### config.mk
export PLATFORM = sky130hd
export DESIGN_NAME = regfile_writeback
export DESIGN_NICKNAME = d
export VERILOG_FILES = /design/src/rtl/regfile_writeback.sv
export SDC_FILE = /design/constraint.sdc
export NUM_CORES = 1
export LEC_CHECK = 0
export BUFFER_PORTS_ARGS = -buffer_cell sky130_fd_sc_hd__buf_4
export CORE_MARGIN = 2
export CORE_UTILIZATION = 56
export DETAILED_ROUTE_END_ITERATION = 8
export PLACE_DENSITY = 0.82
export SLEW_MARGIN = 20
export SYNTH_ARGS = -nofsm -noshare
export SYNTH_HDL_FRONTEND = slang
export SYNTH_SLANG_ARGS = --single-unit
### constraint.sdc
create_clock -name clk -period 2.5 [get_ports clk]
set_clock_uncertainty 0.15 [all_clocks]
set_input_delay 0.5 -clock clk [delete_from_list [all_inputs] [get_ports clk]]
set_output_delay 0.5 -clock clk [all_outputs]
set_load 0.005 [all_outputs]
### src/rtl/regfile_writeback.sv
// Writeback driver for the register file: extends sub-word loads, merges LWL/LWR
// against the old register value, and drives write port 3 with a one-cycle pulse.
module regfile_writeback #(
  parameter int DATA_W = 32,
  parameter int ADDR_W = 5
) (
  input  logic              clk,
  input  logic              reset_n_i,
  input  logic              req_valid_i,
  output logic              req_ready_o,
  input  logic [ADDR_W-1:0] req_dest_i,
  input  logic [DATA_W-1:0] req_data_i,
  input  logic [2:0]        req_mode_i,
  input  logic [1:0]        req_off_i,
  output logic [ADDR_W-1:0] rf_read_addr_o,
  input  logic [DATA_W-1:0] rf_read_data_i,
  output logic [ADDR_W-1:0] rf_addr_3_o,
  output logic [DATA_W-1:0] rf_write_data_3_o,
  output logic              rf_write_enable_o,
  output logic              pending_valid_o,
  output logic [ADDR_W-1:0] pending_dest_o,
  output logic              error_o
);

  localparam logic [2:0] M_WORD = 3'd0, M_BYTE_S = 3'd1, M_BYTE_U = 3'd2,
                         M_HALF_S = 3'd3, M_HALF_U = 3'd4, M_MERGE_L = 3'd5,
                         M_MERGE_R = 3'd6, M_RSVD = 3'd7;

  typedef enum logic [1:0] {IDLE, FETCH, COMMIT} state_t;

  state_t state, state_d;

  logic [ADDR_W-1:0] read_addr_d, addr_d, pend_dest_d;
  logic [DATA_W-1:0] wdata_d, mem_q, mem_d, old;
  logic              we_d, pend_valid_d, err_d;
  logic              left_q, left_d;
  logic [1:0]        moff_q, moff_d;
  logic              after_commit;
  logic              accept, bad, is_merge;

  function automatic logic [DATA_W-1:0] extend(input logic [2:0] mode, input logic [1:0] off,
                                              input logic [DATA_W-1:0] d);
    logic [7:0]  b;
    logic [15:0] h;
    case (off)
      2'd0:    b = d[31:24];
      2'd1:    b = d[23:16];
      2'd2:    b = d[15:8];
      default: b = d[7:0];
    endcase
    h = off[1] ? d[15:0] : d[31:16];
    case (mode)
      M_BYTE_S: extend = {{(DATA_W-8){b[7]}}, b};
      M_BYTE_U: extend = {{(DATA_W-8){1'b0}}, b};
      M_HALF_S: extend = {{(DATA_W-16){h[15]}}, h};
      M_HALF_U: extend = {{(DATA_W-16){1'b0}}, h};
      default:  extend = d;
    endcase
  endfunction

  // Big-endian partial-word merge; for LWR the shift amount 8*(3-off) is {~off,3'b0}.
  function automatic logic [DATA_W-1:0] merge(input logic left, input logic [1:0] off,
                                             input logic [DATA_W-1:0] mem,
                                             input logic [DATA_W-1:0] prev);
    if (left)
      merge = (mem << {off, 3'b000}) | (prev & ~({DATA_W{1'b1}} << {off, 3'b000}));
    else
      merge = (mem >> {~off, 3'b000}) | (prev & ~({DATA_W{1'b1}} >> {~off, 3'b000}));
  endfunction

  assign req_ready_o = reset_n_i && (state != FETCH);
  assign accept      = req_valid_i && req_ready_o;
  assign is_merge    = (req_mode_i == M_MERGE_L) || (req_mode_i == M_MERGE_R);
  assign bad         = (req_mode_i == M_RSVD) ||
                       (((req_mode_i == M_HALF_S) || (req_mode_i == M_HALF_U)) && req_off_i[0]);

  // The write just pulsed has not reached the array yet, so forward it.
  assign old = (after_commit && (rf_addr_3_o == pending_dest_o)) ? rf_write_data_3_o
                                                                  : rf_read_data_i;

  always_ff @(posedge clk or negedge reset_n_i) begin
    if (!reset_n_i) state <= IDLE;
    else            state <= state_d;
  end

  always_comb begin
    state_d      = state;
    read_addr_d  = rf_read_addr_o;
    addr_d       = rf_addr_3_o;
    wdata_d      = rf_write_data_3_o;
    we_d         = 1'b0;
    pend_valid_d = pending_valid_o;
    pend_dest_d  = pending_dest_o;
    err_d        = 1'b0;
    mem_d        = mem_q;
    left_d       = left_q;
    moff_d       = moff_q;
    case (state)
      FETCH: begin
        we_d    = 1'b1;
        addr_d  = pending_dest_o;
        wdata_d = merge(left_q, moff_q, mem_q, old);
        state_d = COMMIT;
      end
      COMMIT: begin
        state_d      = IDLE;
        pend_valid_d = 1'b0;
      end
      default: state_d = IDLE;
    endcase
    if (accept) begin
      if (bad || (req_dest_i == '0)) begin
        err_d        = bad;
        state_d      = IDLE;
        pend_valid_d = 1'b0;
      end else begin
        pend_valid_d = 1'b1;
        pend_dest_d  = req_dest_i;
        if (is_merge) begin
          read_addr_d = req_dest_i;
          mem_d       = req_data_i;
          left_d      = (req_mode_i == M_MERGE_L);
          moff_d      = req_off_i;
          state_d     = FETCH;
        end else begin
          addr_d  = req_dest_i;
          wdata_d = extend(req_mode_i, req_off_i, req_data_i);
          we_d    = 1'b1;
          state_d = COMMIT;
        end
      end
    end
  end

  always_ff @(posedge clk or negedge reset_n_i) begin
    if (!reset_n_i) begin
      rf_read_addr_o    <= '0;
      rf_addr_3_o       <= '0;
      rf_write_data_3_o <= '0;
      rf_write_enable_o <= 1'b0;
      pending_valid_o   <= 1'b0;
      pending_dest_o    <= '0;
      error_o           <= 1'b0;
      mem_q             <= '0;
      left_q            <= 1'b0;
      moff_q            <= '0;
      after_commit      <= 1'b0;
    end else begin
      rf_read_addr_o    <= read_addr_d;
      rf_addr_3_o       <= addr_d;
      rf_write_data_3_o <= wdata_d;
      rf_write_enable_o <= we_d;
      pending_valid_o   <= pend_valid_d;
      pending_dest_o    <= pend_dest_d;
      error_o           <= err_d;
      mem_q             <= mem_d;
      left_q            <= left_d;
      moff_q            <= moff_d;
      after_commit      <= (state == COMMIT);
    end
  end

endmodule

# --- Yosys cells after proc, flatten, opt, wreduce, memory -nomap -nowiden ---
# Cells that the tools add are included.
op_classes:
  eq_ne: 13
  shift: 4
  muxes: 26
  bitwise: 8
  reduce_logical: 13
ops:
  columns: ["operator", "n"]
  rows:
  - ["32-bit two-way mux", 6]
  - ["32-bit one-hot mux with 4 select lines", 1]
  - ["32-bit bitwise AND", 2]
  - ["32-bit inverter", 2]
  - ["32-bit bitwise OR", 2]
  - ["32-bit by 5-bit << shifter with 32-bit output", 1]
  - ["32-bit by 5-bit << shifter with 32-bit output (first input constant)", 1]
  - ["32-bit by 5-bit >> shifter with 32-bit output", 1]
  - ["32-bit by 5-bit >> shifter with 32-bit output (first input constant)", 1]
  - ["8-bit one-hot mux with 3 select lines", 1]
  - ["5-bit two-way mux", 4]
  - ["16-bit two-way mux", 1]
  - ["3-bit equality test (second input constant)", 4]
  - ["1-bit two-way mux", 9]
  - ["2-bit two-way mux", 4]
  - ["3-bit by 2-bit equality test with 1-bit output (second input constant)", 2]
  - ["5-bit equality test", 1]
  - ["5-bit logical NOT", 1]
  - ["2-bit by 1-bit equality test with 1-bit output (second input constant)", 2]
  - ["2-bit equality test (second input constant)", 2]
  - ["1-bit logical AND", 4]
  - ["1-bit logical OR", 4]
  - ["3-bit by 1-bit equality test with 1-bit output (second input constant)", 1]
  - ["3-bit AND reduction", 1]
  - ["6 further kinds", 6]
word_totals:
  regBits: 88
  out_inout_bits: 51
  elab_cells: 76

# --- Depth between registers and ports, before layout ---
# Gate-level depths: netlist (run 1).
depth:
  ltp_word: 10
  mapped_depth: 8
  depth_no_buf: 5

# --- Worst setup path before layout (run 1) ---
# Ideal clock, no wire load.
synth_timing:
  path_kind: "input to register"
  from: "input req_off_i[0]"
  to: "register rf_write_data_3_o[29]"
  setup_ps: 137
  t_arrival_ps: 1896
  slack_ps: 317
  stages: 7
  n_path_buf: 2
  cell_sequence: "buf_2 -> mux4_2 -> nand3_1 -> nand4_2 -> buf_2 -> o32ai_1 -> o211ai_1"
synth_via:
  elab_chain_cells: 6
synth_lines:
  columns: ["element", "line_no", "rtl"]
  rows:
  - ["from (decl)", "14", "input logic [1:0] req_off_i,"]
  - ["2-bit equality test, or another cell as far along", "45", "case (off)"]
  - ["8-bit one-hot mux with 3 select lines", "45", null]
  - ["32-bit one-hot mux with 4 select lines", "52", "case (mode)"]
  - ["32-bit two-way mux", "119", "if (is_merge) begin"]
  - ["32-bit two-way mux *", "112", "if (bad || (req_dest_i == '0)) begin"]
  - ["32-bit two-way mux *", "111", "if (accept) begin"]
  - ["via wdata_d[29]", "34", "logic [DATA_W-1:0] wdata_d, mem_q, mem_d, old;"]
  - ["to (signal assigned)", "151", "rf_write_data_3_o <= wdata_d;"]
  - ["to (decl)", "18", "output logic [DATA_W-1:0] rf_write_data_3_o,"]
# Mark *: on every way through the listed nets, which the timed path passes. The rest lies on a longest branch.
# A chain may end at the register's enable or synchronous reset.

# --- Worst setup path in the final report (run 1) ---
layout_timing:
  from: "register state[1]"
  to: "register mem_q[10]"
layout_via:
  elab_chain_cells: 4
layout_lines:
  columns: ["element", "line_no", "rtl"]
  rows:
  - ["from (decl)", "31", "state_t state, state_d;"]
  - ["from (signal assigned)", "83", "else state <= state_d;"]
  - ["2-bit by 1-bit != test with 1-bit output", "71", "assign req_ready_o = reset_n_i && (state != FETCH);"]
  - ["1-bit logical AND", "71", null]
  - ["1-bit logical AND", "72", "assign accept = req_valid_i && req_ready_o;"]
  - ["3-bit AND reduction (no source line)", null, null]
  - ["to (signal assigned)", "156", "mem_q <= mem_d;"]
  - ["to (decl)", "34", null]
# Every way passes these cells.

==> out/summary.txt, run 1 <==
#FFs+latches synth -> 88
Mean Syn Cell Area -> 9.773 um^2
Hold slack final -> 64.29 ps
IO buf count -> 127
Synth Flop Type -> dfrtp_1
CTS buffer count -> 9
TritonCTS clock tree -> yes
Synth Instances -> 608
Fraction of layout cells with a size suffix above 1 -> 33.70%
Combinational share of power -> 41.3%
Max-cap violations -> 0
Period minus WS final -> 2186 ps
Aggregate global routing overflow -> 0
Sequential Power Share -> 39.1%
CTS H-tree depth -> 3
Site row count -> 37
Ys Warns -> 0
Iter 0 DRT Violations -> 728
Worst vdd ir -> 475.8 uV
Slew Viols, Final -> 0
Clk sinks -> 88
Synth cell types -> 61
Hold Fails Final Rpt -> 0
WL/cell -> 23.66 um
Clock transition at path regs -> 100 ps
Post-synth EDFFs -> 0
GRT Total Usage -> 36.48%
WP data arrival -> 2300 ps
Core Area -> 10,320 um^2
GP Congestion -> 0.9457
Critical path class -> flop to flop
Vias -> 5,857
Clock root cell -> clkbuf_8
Fraction of registers with async set or reset after synthesis -> 100.0%
Total design power -> 5644 uW
Drt total wl -> 20.56 mm
Number of global-route vias before repair -> 5,496
DRC viols -> 0
Maximum number of pins on one net before global-route repair -> 48
Largest family of logic cells by synthesized area -> compound AO/OA/AOI/OAI gates
RSZ-0062 raised after global routing -> false
Placed wire-length estimate after detailed placement -> 14.48 mm
# IOs -> 128
Slew headroom -> 56.66%
Setup TNS -> 0 ps
Diode count -> 0
Switch share -> 38.37%
P_leak -> 0.003247 uW
Die Y -> 107.0 um
Status -> finished clean
Final nets -> 805
Area of the die -> 11,450 um^2
Crit path capture type -> flop
Simple-gate share of the synthesized area -> 12.26%
Global-route wire length before repair -> 31.61 mm
Switching Power -> 2166 uW
Clk_lat worst skew -> 390 ps
Vias/cell -> 6.740
Layout area overhead -> 22.47%
Max frequency -> 457.6 MHz
XOR/XNOR Fraction of Synth Area -> 1.032%
Cts hold-fix bufs -> 0
Tcrit/Tclk final -> 87.42%
Synthesized Nets -> 685
Antenna-violating nets left -> 0
Antenna violations before repair -> 0
Final setup fails -> 0
Clock Power Share -> 19.6%
Internal -> 3478 uW
Die width -> 107.0 um
Synth Area in Compound Gates -> 26.70%
Max Buffers Root-to-Sink -> 2
Post-Synth Adder-Cell Area -> 0%
Worst Path Required -> 2610 ps
Crit-path max FO -> 34
PD cells -> 775.6 nW/um^2
Seq/Total Area, Yosys -> 37.06%
Hold/Removal Path Class -> primary input to async pin
Mux contribution to synthesized area -> 16.93%
DR pass1 iterations -> 5
Syn Std Cell Area -> 5942 um^2
Worst-Margin Slew -> 650.1 ps
CP startpoint kind -> flop
Initial Utilization -> 57.56%
-- stage by stage --
stage | utilization (%) | std cells | setup slack, ps | cell area, um^2
3_5_place_dp | 68.42 | 853 | 32.75 | 7063
2_1_floorplan | - | 608 | 316.8 | 5942
3_3_place_gp | 68.42 | 853 | 164.7 | 7063
5_1_grt | 70.49 | 869 | 195.5 | 7277
6_report | 70.49 | 869 | 314.5 | 7277
4_1_cts | 70.49 | 869 | 180.3 | 7277
-- sequential cells by signal (all words and copies together) (netlist names) --
signal             cells
moff_q                 2
state                  2
mem_q                 32
rf_read_addr_o         5
after_commit           1
rf_write_data_3_o     32
error_o                1
pending_dest_o         5
pending_valid_o        1
rf_addr_3_o            5
left_q                 1
rf_write_enable_o      1
-- cell usage in the layout (no fill, tap or decap), types with 16 or more instances in the layout --
cell,Yosys,routed
buf_4,2,157
o31ai_1,16,16
a21oi_1,29,29
o21ai_0,47,46
a22o_1,20,20
nand2_1,34,34
dfrtp_1,88,88
and3_1,25,25
a21boi_0,16,16
mux2i_1,24,24
inv_1,23,23
nor2_1,17,17
mux2_2,52,52
-- per-layer routing --
layer	share of wire [%]	vias up	GRT usage [%]
met5	0	-	0
li1	-	2566	-
met2	42	423	49.73
met1	42	2832	54.79
met3	14	36	11.98
met4	1.8	0	10.85
-- power groups by stage --
stage	clock, uW	sequential [uW]	combinational, uW
after detailed placement	0	2220	2270
after global placement	0	2190	2220
final	1110	2210	2330
after CTS	1110	2190	2280
after floorplan	0	2100	1360
after global routing	1170	2250	2490
-- path summary, 6_finish.rpt --
check / cells past startpoint / startpoint / slack (ps) / end
setup / recovery: 6 / state[1] / 310 / mem_q[10]
hold / removal: 2 / reset_n_i / 60 / pending_valid_o
min in group clk: 2 / req_data_i[7] / 210 / mem_q[7]
hold reg to reg: 1 / state[0] / 330 / after_commit
setup reg to reg: 6 / state[1] / 310 / mem_q[10]
max in group asynchronous: 2 / reset_n_i / 1640 / mem_q[17]
-- critical path, stage by stage, from the launching register on --
cell and delay, ps:
dfrtp_1 360, nand2b_1 170, nand3_1 240, nor2_1 430, nand4_4 160, buf_12 210
mux2_2 310
-- cell families after synthesis --
logic type | after synthesis
AOI/OAI and AO/OA | 224
and+or+nand+nor | 131
DFF | 88
muxes | 84
buffers and inverters | 74
xor gates and xnor gates | 7
-- area by class of cell --
| class | count | area, um^2 |
|---|---|---|
| Clock inverter | 5 | 62.56 |
| Multi-Input combinational cell | 446 | 3382 |
| Inverter | 24 | 90.09 |
| Sequential cell | 88 | 2202 |
| Timing Repair Buffer | 159 | 1219 |
| Clock buffer | 11 | 151.4 |
| Tap cell | 136 | 170.2 |
| Fill cell | 775 | 3047 |
-- cell usage after synthesis, types with 5 or more instances --
cell type / count / area [um^2]
nand3_1: 5 / 25.02
and2_1: 12 / 75.07
o32ai_1: 15 / 131.4
nor2_1: 17 / 63.81
a222oi_1: 7 / 70.07
buf_2: 10 / 50.05
nor3_1: 5 / 25.02
nor2b_1: 10 / 62.56
mux2_2: 52 / 585.6
a22o_1: 20 / 175.2
a211oi_1: 10 / 75.07
clkbuf_1: 29 / 108.9
a22oi_1: 12 / 90.09
a21oi_1: 29 / 145.1
mux4_2: 8 / 180.2
mux2i_1: 24 / 240.2
o21ai_0: 47 / 235.2
o31ai_1: 16 / 120.1
o211ai_1: 15 / 112.6
a31oi_1: 10 / 62.56
a21boi_0: 16 / 120.1
xnor2_1: 6 / 52.55
and2b_1: 9 / 67.56
and3_1: 25 / 156.4
inv_1: 23 / 86.33
nand2_1: 34 / 127.6
buf_6: 8 / 90.09
o22ai_1: 8 / 50.05
dfrtp_1: 88 / 2202
-- what timing repair did --
item | 4_1_cts | 5_1_grt
endpoints found under the setup margin | 0 | 1
buffers inserted | 0 | 0
resized for setup | 0 | 1
hold endpoints to repair | 0 | 0
(Power assumes the default switching activity.)
==> run 2, diff against run 1 <==
--- a/config.mk
+++ b/config.mk
@@ -9,6 +9,7 @@
 export CORE_MARGIN = 2
 export CORE_UTILIZATION = 56
 export DETAILED_ROUTE_END_ITERATION = 8
+export MAX_ROUTING_LAYER = met4
 export PLACE_DENSITY = 0.82
 export SLEW_MARGIN = 20
 export SYNTH_ARGS = -nofsm -noshare
==> constraint.sdc (replaced) <==
create_clock -name clk -period 2.5 [get_ports clk]
set_clock_uncertainty 0.15 [all_clocks]
set_input_delay 0.125 -clock clk [delete_from_list [all_inputs] [get_ports clk]]
set_output_delay 0.125 -clock clk [all_outputs]
set_load 0.005 [all_outputs]
==> run 2 against run 1 <==
Design area increased by 6.2%. Flip-flop and latch count unchanged. Core utilization increased by 4.4 points. Setup slack worse by 170 ps. First-iteration DRC count down 12%. Worst hold slack got worse by 36 ps. Register-to-register slack worse by 60 ps. Largest cell class unchanged.
==> out/summary.txt, run 2 (synthesis results as in run 1) <==
Sequential Power Share -> 39.5%
Worst Path Required -> 2620 ps
# IOs -> 128
Most common cell after layout, fill and taps aside -> buf_4
Post-Layout Cell Count -> 917
Clock root cell -> clkbuf_8
Die width -> 107.0 um
GP Congestion -> 0.9647
Combinational share of power -> 42.7%
Final Util -> 74.89%
Slew Viols, Final -> 0
Critical path class -> primary input to flop
Core Area -> 10,320 um^2
Fraction of layout cells with a size suffix above 1 -> 31.24%
DR pass1 iterations -> 6
Max-cap violations -> 0
Global-route wire length before repair -> 33.04 mm
Dpl ws -> 295.5 ps
Placed wire-length estimate after detailed placement -> 14.62 mm
Iter 0 DRT Violations -> 640
Clk_lat worst skew -> 380 ps
Setup TNS -> 0 ps
Hold/Removal Path Class -> primary input to flop
Met3 usage -> 10.40%
Clk sinks -> 88
Most frequent cells in the layout -> buf_4, dfrtp_1, mux2_2
Antenna-violating nets left -> 0
Vias/cell -> 6.603
Aggregate global routing overflow -> 0
Placed cells -> 852
Most Used Layer, Global Route -> met2
Tcrit/Tclk final -> 94.03%
Hold slack final -> 28.67 ps
Final nets -> 853
P_leak -> 0.003440 uW
DRC viols -> 0
Site row count -> 37
GRT Total Usage -> 39.50%
CP startpoint kind -> primary input
Setup WS post-layout -> 149.4 ps
CTS H-tree depth -> 3
Max Buffers Root-to-Sink -> 2
Largest registers -> mem_q: 32 flops, rf_write_data_3_o: 32 flops
Die Y -> 107.0 um
Number of global-route vias before repair -> 5,895
Vias -> 6,055
Internal -> 3467 uW
Met2 Track Usage GR -> 56.51%
IO buf count -> 127
Drt total wl -> 21.51 mm
Clock transition at path regs -> 90 ps
TritonCTS clock tree -> yes
Hold Fails Final Rpt -> 0
Crit path capture type -> flop
Antenna violations before repair -> 0
Final setup fails -> 0
Worst-Margin Slew -> 805.8 ps
GR Layer Usage met1 -> 55.54%
Initial Utilization -> 57.56%
WP data arrival -> 2470 ps
Fillers -> 727
Setup slack, reg-to-reg -> 250 ps
Status -> finished clean
Crit-path max FO -> 13
Clock Power Share -> 17.8%
Diode count -> 0
WL/cell -> 23.45 um
RSZ-0062 raised after global routing -> false
Worst vdd ir -> 389.4 uV
Layout area overhead -> 30.11%
Slew headroom -> 45.71%
Max frequency -> 425.4 MHz
PD cells -> 725.0 nW/um^2
CTS buffer count -> 9
Period minus WS final -> 2351 ps
Switching Power -> 2138 uW
Switch share -> 38.14%
Maximum number of pins on one net before global-route repair -> 60
Area of the die -> 11,450 um^2
==> run 2: area by class of cell <==
class | count | area, um^2 | share of cell area (%)
tap | 136 | 170.2 | 2.201
sequential | 88 | 2202 | 28.48
multi-input combinational | 446 | 3387 | 43.81
clock inverter | 4 | 45.04 | 0.5826
inverter | 24 | 90.09 | 1.165
clock buffer | 12 | 135.1 | 1.748
timing repair buffer | 207 | 1702 | 22.01
==> run 2: stage by stage <==
stage	power (uW)	cell area (um^2)
3_5_place_dp	4474	7056
4_1_cts	5514	7726
5_1_grt	5880	7731
6_report	5605	7731
3_3_place_gp	4386	7056
2_1_floorplan	3468	5942
==> run 2: routing by layer <==
metal  vias up  routed length [um]  share of wire, %
met5         -                   0                 0
met4         0                 487               2.3
met3        53                2387                11
met2       414                9534                44
met1      2922                9097                42
li1       2666                   -                 -
==> run 2: power groups by stage <==
stage | clock network, uW | logic, uW | registers, uW
5_1_grt | 1060 | 2570 | 2260
3_5_place_dp | 0 | 2260 | 2210
2_1_floorplan | 0 | 1360 | 2100
4_1_cts | 993 | 2330 | 2190
3_3_place_gp | 0 | 2200 | 2180
6_report | 1000 | 2390 | 2210
==> run 2: path summary, 6_finish.rpt <==
kind                                          to     startpoint  depth (start not counted)
max in group asynchronous   rf_write_data_3_o[8]      reset_n_i                          4
min                                    moff_q[1]   req_off_i[1]                          2
max reg2reg                rf_write_data_3_o[24]       state[1]                          7
min in group asynchronous   rf_write_data_3_o[7]      reset_n_i                          3
min reg2reg                         after_commit       state[0]                          1
max                                     mem_q[2]  req_dest_i[0]                          8
==> run 2: what timing repair did <==
item / CTS / global route
gates resized for setup: 0 / 1
buffers inserted: 0 / 0
endpoints found under the hold margin: 91 / 0
hold buffers: 49 / 0
endpoints found under the setup margin: 0 / 25
==> run 2: critical path, cell delays in order <==
cell           delay (ps)
dlygate4sd3_1         550
buf_4                 150
nor3_2                280
and2_1                320
nor2_1                170
nand4_4               280
buf_4                 240
mux2_2                350
==> run 3, diff against run 2 <==
--- a/config.mk
+++ b/config.mk
@@ -6,11 +6,10 @@
 export NUM_CORES = 1
 export LEC_CHECK = 0
 export BUFFER_PORTS_ARGS = -buffer_cell sky130_fd_sc_hd__buf_4
+export CAP_MARGIN = 15
 export CORE_MARGIN = 2
-export CORE_UTILIZATION = 56
+export CORE_UTILIZATION = 25
 export DETAILED_ROUTE_END_ITERATION = 8
-export MAX_ROUTING_LAYER = met4
-export PLACE_DENSITY = 0.82
 export SLEW_MARGIN = 20
 export SYNTH_ARGS = -nofsm -noshare
 export SYNTH_HDL_FRONTEND = slang
==> run 3 against run 2 <==
Fmax grew 0.66%. Global-route usage shrank 22 points. Die area grew 120%. Worst hold slack lost 16 ps. Setup slack gained 15 ps. Critical path depth shrank 2. Flip-flop and latch count is the same. Clock power grew 50%. Critical path type is now flop to flop. Critical endpoint is now rf_write_data_3_o[4]. Largest cell class unchanged. Highest routed layer unchanged.
==> out/summary.txt, run 3 (synthesis results as in run 1) <==
WL/cell -> 20.18 um
Vias/cell -> 5.228
Crit-path max FO -> 38
CP startpoint kind -> flop
PD cells -> 756.2 nW/um^2
Vias -> 5,714
Fraction of layout cells with a size suffix above 1 -> 31.14%
Aggregate global routing overflow -> 0
Slew Viols, Final -> 0
Max frequency -> 428.2 MHz
Most common cell after layout, fill and taps aside -> buf_4
Critical path class -> flop to flop
DR pass1 iterations -> 5
CTS buffer count -> 9
Hold Fails Final Rpt -> 0
Placed cells -> 1,031
WP data arrival -> 2470 ps
Site row count -> 56
Tcrit/Tclk final -> 93.41%
Global-route wire length before repair -> 33.68 mm
Core Area -> 23,400 um^2
Final setup fails -> 0
Crit path capture type -> flop
GP Congestion -> 0.8974
Max-cap violations -> 0
CTS H-tree depth -> 3
Design area -> 8058 um^2
GRT Total Usage -> 17.70%
Layout area overhead -> 35.61%
Clk_lat worst skew -> 350 ps
Most frequent cells in the layout -> buf_4, dfrtp_1, mux2_2
Iter 0 DRT Violations -> 648
Final Util -> 34.43%
# IOs -> 128
Clk sinks -> 88
Antenna violations before repair -> 0
Drt total wl -> 22.05 mm
Hold/Removal Path Class -> primary input to flop
P_leak -> 0.003474 uW
Number of global-route vias before repair -> 5,519
Largest registers -> mem_q: 32 flops, rf_write_data_3_o: 32 flops
Post-Place Cell Area -> 7267 um^2
Total design power -> 6093 uW
Worst vdd ir -> 354.5 uV
Status -> finished clean
Max Buffers Root-to-Sink -> 2
Period minus WS final -> 2335 ps
Slew headroom -> 37.12%
Final nets -> 847
IO buf count -> 127
Die width -> 158.2 um
RSZ-0062 raised after global routing -> false
Die Y -> 158.2 um
Post-CTS setup buffer count -> 0
DRC viols -> 0
Clock transition at path regs -> 60 ps
Area of the die -> 25,020 um^2
Initial Utilization -> 25.39%
Antenna-violating nets left -> 0
Maximum number of pins on one net before global-route repair -> 47
Diode count -> 0
Placed wire-length estimate after detailed placement -> 16.25 mm
Setup TNS -> 0 ps
TritonCTS clock tree -> yes
Clock root cell -> clkbuf_16
Worst-Margin Slew -> 936.0 ps
Post-Layout Cell Count -> 1,093
Worst Path Required -> 2630 ps
[run 3: cell types whose count changed in the layout (fill, tap and decap cells not counted), moves of 2 or more]
cell           previous run  this run
buf_4                   156       151
dlygate4sd3_1            49        47
clkbuf_8                  9         1
clkbuf_1                  3         0
clkbuf_16                 0         9
clkinv_2                  3         1
[run 3: path summary, 6_finish.rpt]
kind / cells after the start / slack (ps) / startpoint / to
max: 6 / 160 / moff_q[0] / rf_write_data_3_o[4]
max reg2reg: 6 / 160 / moff_q[0] / rf_write_data_3_o[4]
min in group asynchronous: 3 / 290 / reset_n_i / rf_read_addr_o[4]
min: 3 / 10 / req_mode_i[1] / left_q
min reg2reg: 1 / 330 / state[0] / after_commit
max in group asynchronous: 4 / 890 / reset_n_i / mem_q[0]
[run 3: layout make-up]
type	count	area, um^2
multi-input combinational	446	3382
timing repair buffer	201	1664
sequential	88	2202
inverter	24	90.09
fill	2455	15340
clock buffer	10	239.0
tap	319	399.1
clock inverter	5	81.33
[run 3: worst max-delay path, stage by stage, from the launching register on]
cell      delay [ps]
dfrtp_1          410
buf_12           200
or2_2            310
nor3_1           720
a22oi_1          170
o211ai_1         160
a22o_1           160
[run 3: timing repair]
item | in CTS | in global routing
hold endpoints to repair | 100 | 0
hold buffers | 47 | 0
gates resized for setup | 0 | 0
[run 3: through the flow]
stage               hold WS (ps)  setup slack, ps
floorplan                 -320.6            570.4
global placement           157.9            241.0
detailed placement         156.0            213.9
CTS                       0.4129            199.6
global route               43.88            40.33
finish                     12.18            164.7
[run 3: power by group]
part | switching, uW | internal, uW
Sequential | 402 | 1820
Combinational | 1190 | 1180
Clock | 606 | 899
Total | 2200 | 3890
[run 3: routing by layer]
metal | share of wire, % | vias up | wire, um | track usage [%]
met2 | 41 | 260 | 9033 | 24.33
met1 | 50 | 2781 | 11030 | 27.68
met5 | 0 | - | 0 | 0
li1 | - | 2651 | - | -
met3 | 7.6 | 22 | 1675 | 3.805
met4 | 1.4 | 0 | 311 | 4.247
